==> config.mk <==
export PLATFORM = sky130hd
export DESIGN_NAME = ram_loader_mar
export DESIGN_NICKNAME = d
export VERILOG_FILES = /design/src/rtl/ram_loader_pkg.sv /design/src/rtl/ram_loader_mar_sync2.sv /design/src/rtl/ram_loader_mar.sv
export SDC_FILE = /design/constraint.sdc
export NUM_CORES = 1
export LEC_CHECK = 0
export ABC_AREA = 1
export BUFFER_PORTS_ARGS = -buffer_cell sky130_fd_sc_hd__buf_2
export CAP_MARGIN = 20
export CORE_UTILIZATION = 35
export CTS_CLUSTER_DIAMETER = 30
export DETAILED_ROUTE_END_ITERATION = 16
export GPL_ROUTABILITY_DRIVEN = 0
export GPL_TIMING_DRIVEN = 0
export SETUP_SLACK_MARGIN = 0.5
export SLEW_MARGIN = 10
export SYNTH_ARGS = -nofsm -noshare
export SYNTH_HDL_FRONTEND = slang
export SYNTH_SLANG_ARGS = --single-unit
==> constraint.sdc <==
create_clock -name CLK -period 2.5 [get_ports CLK]
set_clock_uncertainty 0.2 [all_clocks]
set_input_delay 0.125 -clock CLK [delete_from_list [all_inputs] [get_ports CLK]]
set_output_delay 0.125 -clock CLK [all_outputs]
set_load 0.005 [all_outputs]
==> src/rtl/ram_loader_pkg.sv <==
// Shared types and defaults for the MAR / program-mode loader.
// Holds the loader FSM state enum, the RAM depth and default bus widths.
// No logic; imported by ram_loader_mar.
package ram_loader_pkg;

  localparam int RAM_DEPTH  = 16;
  localparam int DEF_ADDR_W = 4;
  localparam int DEF_DATA_W = 8;

  typedef enum logic [1:0] {
    RUN        = 2'd0,
    PROG_IDLE  = 2'd1,
    PROG_WRITE = 2'd2,
    PROG_DONE  = 2'd3
  } state_t;

endpackage

==> src/rtl/ram_loader_mar_sync2.sv <==
// Generic 2-flop synchronizer for asynchronous front-panel switch inputs.
// Latency: 2 clock edges from i_d to o_q. No backpressure.
// Ports: i_clk, i_rst_n (async active-low), i_d (async input), o_q (synchronized).
module sync2 #(
  parameter int W = 1
) (
  input  logic         i_clk,
  input  logic         i_rst_n,
  input  logic [W-1:0] i_d,
  output logic [W-1:0] o_q
);

  logic [W-1:0] r_ff1;
  logic [W-1:0] r_ff2;

  always_ff @(posedge i_clk or negedge i_rst_n) begin
    if (!i_rst_n) begin
      r_ff1 <= '0;
      r_ff2 <= '0;
    end else begin
      r_ff1 <= i_d;
      r_ff2 <= r_ff1;
    end
  end

  assign o_q = r_ff2;

endmodule

==> src/rtl/ram_loader_mar.sv <==
// Memory address register plus program-mode byte loader in front of a 16x8 RAM.
// Latency: run mode is combinational pass-through; loader writes a byte 1 cycle after acceptance.
// Backpressure: Load_Ready drops for the write cycle (1 byte / 2 cycles) and stays low once all 16 locations are loaded.
// Ports: CLK, Reset_N, Prog_Mode (async switch), MAR_Load/Run_Write_Enable/Bus_In (run mode),
//        Load_Valid/Load_Data/Load_Ready (byte stream), Load_Done, Checksum, RAM_* (to RAM), MAR_DISP.
// Optional feature: define LOADER_CHECKSUM_EN to build the mod-256 checksum accumulator; otherwise Checksum is 0.
module ram_loader_mar
  import ram_loader_pkg::*;
#(
  parameter int ADDR_W = DEF_ADDR_W,
  parameter int DATA_W = DEF_DATA_W
) (
  input  logic              CLK,
  input  logic              Reset_N,
  input  logic              Prog_Mode,
  input  logic              MAR_Load,
  input  logic              Run_Write_Enable,
  input  logic [DATA_W-1:0] Bus_In,
  input  logic              Load_Valid,
  input  logic [DATA_W-1:0] Load_Data,
  output logic              Load_Ready,
  output logic              Load_Done,
  output logic [DATA_W-1:0] Checksum,
  output logic [ADDR_W-1:0] RAM_Address,
  output logic              RAM_Write_Enable,
  output logic [DATA_W-1:0] RAM_Data,
  output logic [ADDR_W-1:0] MAR_DISP
);

  localparam logic [ADDR_W-1:0] LAST_ADDR = ADDR_W'(RAM_DEPTH - 1);

  state_t            r_state;
  state_t            w_state_nxt;
  logic [ADDR_W-1:0] r_mar;
  logic [ADDR_W-1:0] r_cnt;
  logic [DATA_W-1:0] r_byte;
  logic              w_pm_s;
  logic              w_accept;
  logic              w_clear;
  logic              w_cnt_inc;
  logic              w_run;

  sync2 #(.W(1)) u_pm_sync (
    .i_clk   (CLK),
    .i_rst_n (Reset_N),
    .i_d     (Prog_Mode),
    .o_q     (w_pm_s)
  );

  always_ff @(posedge CLK or negedge Reset_N) begin
    if (!Reset_N) r_state <= RUN;
    else          r_state <= w_state_nxt;
  end

  always_comb begin
    w_state_nxt = r_state;
    w_accept    = 1'b0;
    w_clear     = 1'b0;
    w_cnt_inc   = 1'b0;
    case (r_state)
      RUN: begin
        if (w_pm_s) begin
          w_state_nxt = PROG_IDLE;
          w_clear     = 1'b1;
        end
      end
      PROG_IDLE: begin
        // An offered byte wins over a falling pm_s: it is taken and written.
        if (Load_Valid) begin
          w_accept    = 1'b1;
          w_state_nxt = PROG_WRITE;
        end else if (!w_pm_s) begin
          w_state_nxt = RUN;
        end
      end
      PROG_WRITE: begin
        // Counter parks at the last address; it never wraps.
        if (r_cnt == LAST_ADDR) begin
          w_state_nxt = PROG_DONE;
        end else begin
          w_cnt_inc   = 1'b1;
          w_state_nxt = w_pm_s ? PROG_IDLE : RUN;
        end
      end
      PROG_DONE: begin
        if (!w_pm_s) w_state_nxt = RUN;
      end
      default: w_state_nxt = RUN;
    endcase
  end

  always_ff @(posedge CLK or negedge Reset_N) begin
    if (!Reset_N) begin
      r_mar  <= '0;
      r_cnt  <= '0;
      r_byte <= '0;
    end else begin
      if (r_state == RUN && MAR_Load) r_mar <= Bus_In[ADDR_W-1:0];
      if (w_clear)        r_cnt <= '0;
      else if (w_cnt_inc) r_cnt <= r_cnt + 1'b1;
      if (w_accept) r_byte <= Load_Data;
    end
  end

`ifdef LOADER_CHECKSUM_EN
  logic [DATA_W-1:0] r_csum;

  always_ff @(posedge CLK or negedge Reset_N) begin
    if (!Reset_N)      r_csum <= '0;
    else if (w_clear)  r_csum <= '0;
    else if (w_accept) r_csum <= r_csum + Load_Data;
  end

  assign Checksum = r_csum;
`else
  assign Checksum = '0;
`endif

  assign w_run            = (r_state == RUN);
  assign Load_Ready       = (r_state == PROG_IDLE);
  assign Load_Done        = (r_state == PROG_DONE);
  assign RAM_Address      = w_run ? r_mar : r_cnt;
  assign RAM_Write_Enable = w_run ? Run_Write_Enable : (r_state == PROG_WRITE);
  assign RAM_Data         = w_run ? Bus_In : r_byte;
  assign MAR_DISP         = r_mar;

endmodule

Word level (Yosys, flattened, before mapping). Index checks and enable logic that the tools add are counted.

Mux-type cells: 17. Magnitude comparators: 0. Add/subtract/negate cells: 1. Reduce and logical (&&, ||, !) cells: 3. Shift operators: 0. Multiply operators: 0. Equal/unequal tests: 5. Bitwise gates (word level): 0. Divide/modulo/power cells: 0.

Operators by type and width (number): $mux 4 (3); $mux 1 (8); $mux 2 (4); $mux 8 (1); $pmux 2 s4 (1); $add 4x1->4 const B (1); $eq 2x2->1 const B (2); $eq 4x4->1 const B (1); $eq 2x1->1 const B (1); $logic_not 2->1 (1); $ne 2x1->1 const B (1); $reduce_bool 2->1 (1); $logic_and 1x1->1 (1).

Flip-flop bits (word level): 20. Memory bits (writable): 0. Memories: 0. Bits in read-only memories: 0. Output and inout bits: 27. Word-level logic and storage cells: 32. Input port bits: 22. Latch bits: 0.

Depth between registers and ports, before layout.
Depth after elaboration: 5. Mapped depth: 6. Gate-level depth less buffers: 6.

Cells and area by module. Synthesis repeated with hierarchy kept, for this count alone.

Cell total of the unflattened synthesis: 142. Area, all modules: 1104.8 µm².

Modules (own cells, without submodules): ram_loader_mar (cells each 140, area an instance 1054.8 µm², times used 1, sequential area each 450.4 µm²); sync2 (cells each 2, area an instance 50.0 µm², times used 1, sequential area each 50.0 µm²).

Worst setup path before layout. Ideal clock, no wire load.

Path type: register to register. Start point: register r_cnt[0]. End point: register r_cnt[2]. Path slack: 1.230 ns. Period minus slack after synthesis: 1.270 ns. Data required time: 2.235 ns. Setup time: 0.065 ns. Path buffers: 0. Stages on the path, launching flop included: 7. Data arrival time: 1.005 ns. Path through: dfrtp_1 -> ha_1 -> nand3_1 -> nand2_2 -> inv_1 -> nand3_1 -> nand2_1.

Word-level cells in the longest chain between the ends: 4. Elaborated cells on any way between the ends: 7. Classes of those cells: add/sub: 1; eq/ne: 1; mux: 4; reduce/logical: 1.

RTL lines: start: declaration (RTL line ram_loader_mar.sv:35) `logic [ADDR_W-1:0] r_cnt;`; start signal: assignment (RTL line ram_loader_mar.sv:100) `else if (w_cnt_inc) r_cnt <= r_cnt + 1'b1;`; branches (longest 4 deep; another with $add 4x1->4).

Several ways; the timed one is not identified. The select of a mux whose other input is x is not followed. A chain may end at the register's enable or synchronous reset.

Worst setup path after layout.
Start point: register r_state[1]. End point: register r_byte[3].

Word-level cells in the longest chain between the ends: 2.

RTL lines: start: declaration (RTL line ram_loader_mar.sv:32) `state_t r_state;`; start signal: assignment (RTL line ram_loader_mar.sv:52) `else r_state <= w_state_nxt;`; $eq 2x1->1 (RTL line ram_loader_mar.sv:60) `case (r_state)`; $mux 1 (RTL line ram_loader_mar.sv:60); end signal: assignment (RTL line ram_loader_mar.sv:101) `if (w_accept) r_byte <= Load_Data;`; end: declaration (RTL line ram_loader_mar.sv:36) `logic [DATA_W-1:0] r_byte;`.

No other way between the ends.

==> impl_metrics.csv <==
group,metric,value,unit
pwr,vdd_drop_max,0.2256,mV
timing,min_period,1800,ps
clocking,ctsResizeCount,0,
worst_setup_path,path_max_fanout,10,
timing,fin_crit_sh,72.02,%
die,num_rows,20,
final_layout,n_fill_cell,305,
clocking,numCtsBuffers,3,
clocking,cts_setup_buffers,0,
synth,synth_top_family_by_area,"simple AND/OR/NAND/NOR gates",
die,start_util,36.49,%
pwr,clockPowerShare,22.2,%
global_route,antenna_found_initial,0,
pwr,p_total,856.7,µW
drt,wl_met1,1.118,mm
worst_setup_path,crit_chain,"buf_4 > nor2_8 > nand2_1 > dlygate4sd3_1 > nand2_1",
worst_setup_path,worst_path_max_delay_cell,"dlygate4sd3_1",
drt,wl_per_cell,10.00,µm
drt,via_per_inst,4.394,
placement,io_buffers,40,
worst_setup_path,arrival,1860,ps
worst_setup_path,startpoint,"r_state[1]",
clocking,cts.sink_count,20,
drt,wl_met2,1.278,mm
clocking,clockBufferDepth,2,
drt,drt_iter0_drc,28,
clocking,path_clk_slew,110,ps
clocking,cts_max_level,1,
synth,yosys_register_bits,20,
worst_setup_path,endpoint,"r_byte[3]",
clocking,worstSkewPairLatency,300,ps
final_layout,n_antenna_cell,0,
synth,synthSimpleGateAreaFrac,30.69,%
worst_setup_path,r2r_cells,5,
synth,syn_area_per_cell,7.780,µm²
worst_setup_path,crit_top_cell,"nand2_1",
synth,synth.distinct_cells,19,
synth,seq_area_frac_synth,45.30,%
die,design.die.area,3385,µm²
die,die_x,58.19,µm
global_route,grt_pass1_wl,4.319,mm
placement,dpl.cell_count,233,
pwr,intPower,590.8,µW
timing,rsz0062_at_grt,"false",
worst_setup_path,r2r_end,"r_byte[3]",
synth,synthAdderAreaFrac,1.133,%
worst_setup_path,path_class,"reg -> reg",
die,core_area,3028,µm²
final_layout,stdcell_count,259,
synth,yosys_warnings,0,
worst_setup_path,cp-start-kind,"register",
die,ios,49,
drt,wirelength,2.591,mm
timing,fmax,555.4,MHz
synth,synth_xor_area_share,0,%
drt,highest_layer,"met4",
global_route,grt_pass1_vias,1012,
final_layout,final_area,1643,µm²
clocking,clockRootBuffer,"clkbuf_4",
pwr,sequentialPowerShare,47.8,%
worst_setup_path,worstReg2RegStart,"r_state[1]",
final_layout,drive_gt1_share,28.84,%
timing,maxSlewViolCount,0,
drt,drt_first_pass_iters,5,
pwr,p_sw_share,31.03,%
placement,hpwl,1.765,mm
drt,drc_errors,0,
drt,via_count,1138,
global_route,grt_usage,16.93,%
final_layout,areaGrowthSynthToFinish,48.70,%
run,cap_violations,0,
timing,hold_viol,0,
worst_setup_path,worstPathRequired,2560,ps
pwr,p_leak,0.9116,nW
drt,ant_nets,0,
placement,dpl_cell_area,1386,µm²
timing,setup_tns,0,ps
synth,netlist_area,1105,µm²
pwr,powerDensity,521.5,nW/µm²
clocking,cts_tree,"built",
final_layout,final_nets,239,
worst_setup_path,end_kind,"register",
outcome,outcome,"complete, no violations",
synth,synth_compound_area_share,8.834,%
clocking,cts.hold.buffers_added,22,
drt,met3WireLength,161,µm
die,die_height,58.19,µm
synth,syn_inst,142,
pwr,p_switching,265.9,µW
placement,place_ws,1078,ps
global_route,grt_start_max_net_pins,21,
min_path,hold_class,"in -> reg",
pwr,p_comb_share,29.9,%
synth,synthMuxAreaShare,0,%
timing,setup_violations,0,
timing,worst_slack,699.5,ps
global_route,grt_overflow_total,0,
worst_setup_path,r2r_slack,700,ps
worst_setup_path,cp_slowest_stage_delay,570,ps
flip-flops by register name (all words and copies together) (netlist names):
register	count
r_byte	8
MAR_DISP	4
r_cnt	4
r_state	2
u_pm_sync.o_q	1
u_pm_sync.r_ff1	1
per-layer routing:
metal / track usage [%] / up-vias
met1: 20.26 / 513
met3: 2.009 / 3
li1: - / 577
met4: 6.122 / 0
met2: 31.03 / 45
met5: 0 / -
critical path: cells and delay by family, from the launching register on:
kind / cells / cell delay, ps
flip-flops: 1 / 410
buffers and inverters: 2 / 760
AND/OR/NAND/NOR: 3 / 380
Yosys cell counts:
library cell / count / area [µm²]
o21ai_0: 12 / 60.06
inv_6: 1 / 8.760
nand2_1: 57 / 214.0
nor2_1: 6 / 22.52
nand2_4: 1 / 11.26
ha_1: 1 / 12.51
conb_1: 1 / 3.750
buf_6: 3 / 33.78
nor2_8: 1 / 20.02
dfrtp_1: 20 / 500.5
a21oi_1: 5 / 25.02
nor2_4: 1 / 11.26
buf_4: 9 / 67.56
inv_1: 11 / 41.29
nand3_1: 7 / 35.03
o21ai_1: 1 / 5.000
nand2_2: 2 / 12.51
nand4_1: 2 / 12.51
o21a_1: 1 / 7.510
worst min-delay path by stage:
| stage | start | end | slack [ps] | cells past startpoint |
|---|---|---|---|---|
| 2_1_floorplan | Reset_N | MAR_DISP[0] | -370 | 0 |
| 3_3_place_gp | Reset_N | MAR_DISP[3] | -110 | 1 |
| 3_5_place_dp | Reset_N | MAR_DISP[2] | -110 | 1 |
| 4_1_cts | MAR_Load | MAR_DISP[1] | 20 | 4 |
| 5_1_grt | MAR_Load | MAR_DISP[1] | 70 | 3 |
| 6_report | MAR_Load | MAR_DISP[1] | 30 | 4 |
placed cells by master, fill, tap and decap left out, types with 3 or more instances in the layout:
master         instances
buf_4                  9
nand2_1               57
nor2_1                 6
inv_1                 11
o21ai_0               12
buf_2                 40
buf_6                  3
a21oi_1                5
dlygate4sd3_1         22
clkbuf_4               3
conb_1                 8
dfrtp_1               20
nand3_1                7
power groups by stage:
stage / Clock, mW / Sequential (mW) / Combinational (mW)
2_1_floorplan: 0 / 0.409 / 0.140
3_3_place_gp: 0 / 0.415 / 0.230
3_5_place_dp: 0 / 0.415 / 0.233
4_1_cts: 0.196 / 0.410 / 0.257
5_1_grt: 0.207 / 0.417 / 0.294
6_report: 0.190 / 0.410 / 0.257
per-stage QoR:
step / hold slack, ps / util [%]
5_1_grt: 66.08 / 54.26
3_3_place_gp: -106.5 / 45.79
4_1_cts: 24.88 / 54.26
3_5_place_dp: -106.8 / 45.79
2_1_floorplan: -370.6 / -
6_report: 31.36 / 54.26
area by class of cell:
cell class / instances / area, µm² / area share (%)
timing repair buffer: 62 / 420.4 / 25.59
sequential: 20 / 500.5 / 30.46
inverter: 12 / 50.05 / 3.046
tap: 44 / 55.05 / 3.351
multi-input combinational: 105 / 479.2 / 29.17
buffer: 12 / 101.3 / 6.169
clock buffer: 4 / 36.28 / 2.209
logic make-up after synthesis:
kind of cell / count (synthesis)
AND/OR/NAND/NOR: 77
flip-flops: 20
adder cells (fa/ha/maj): 1
buffers and inverters: 24
other: 1
AO/OA/AOI/OAI: 19
(Power assumes the default switching activity.)
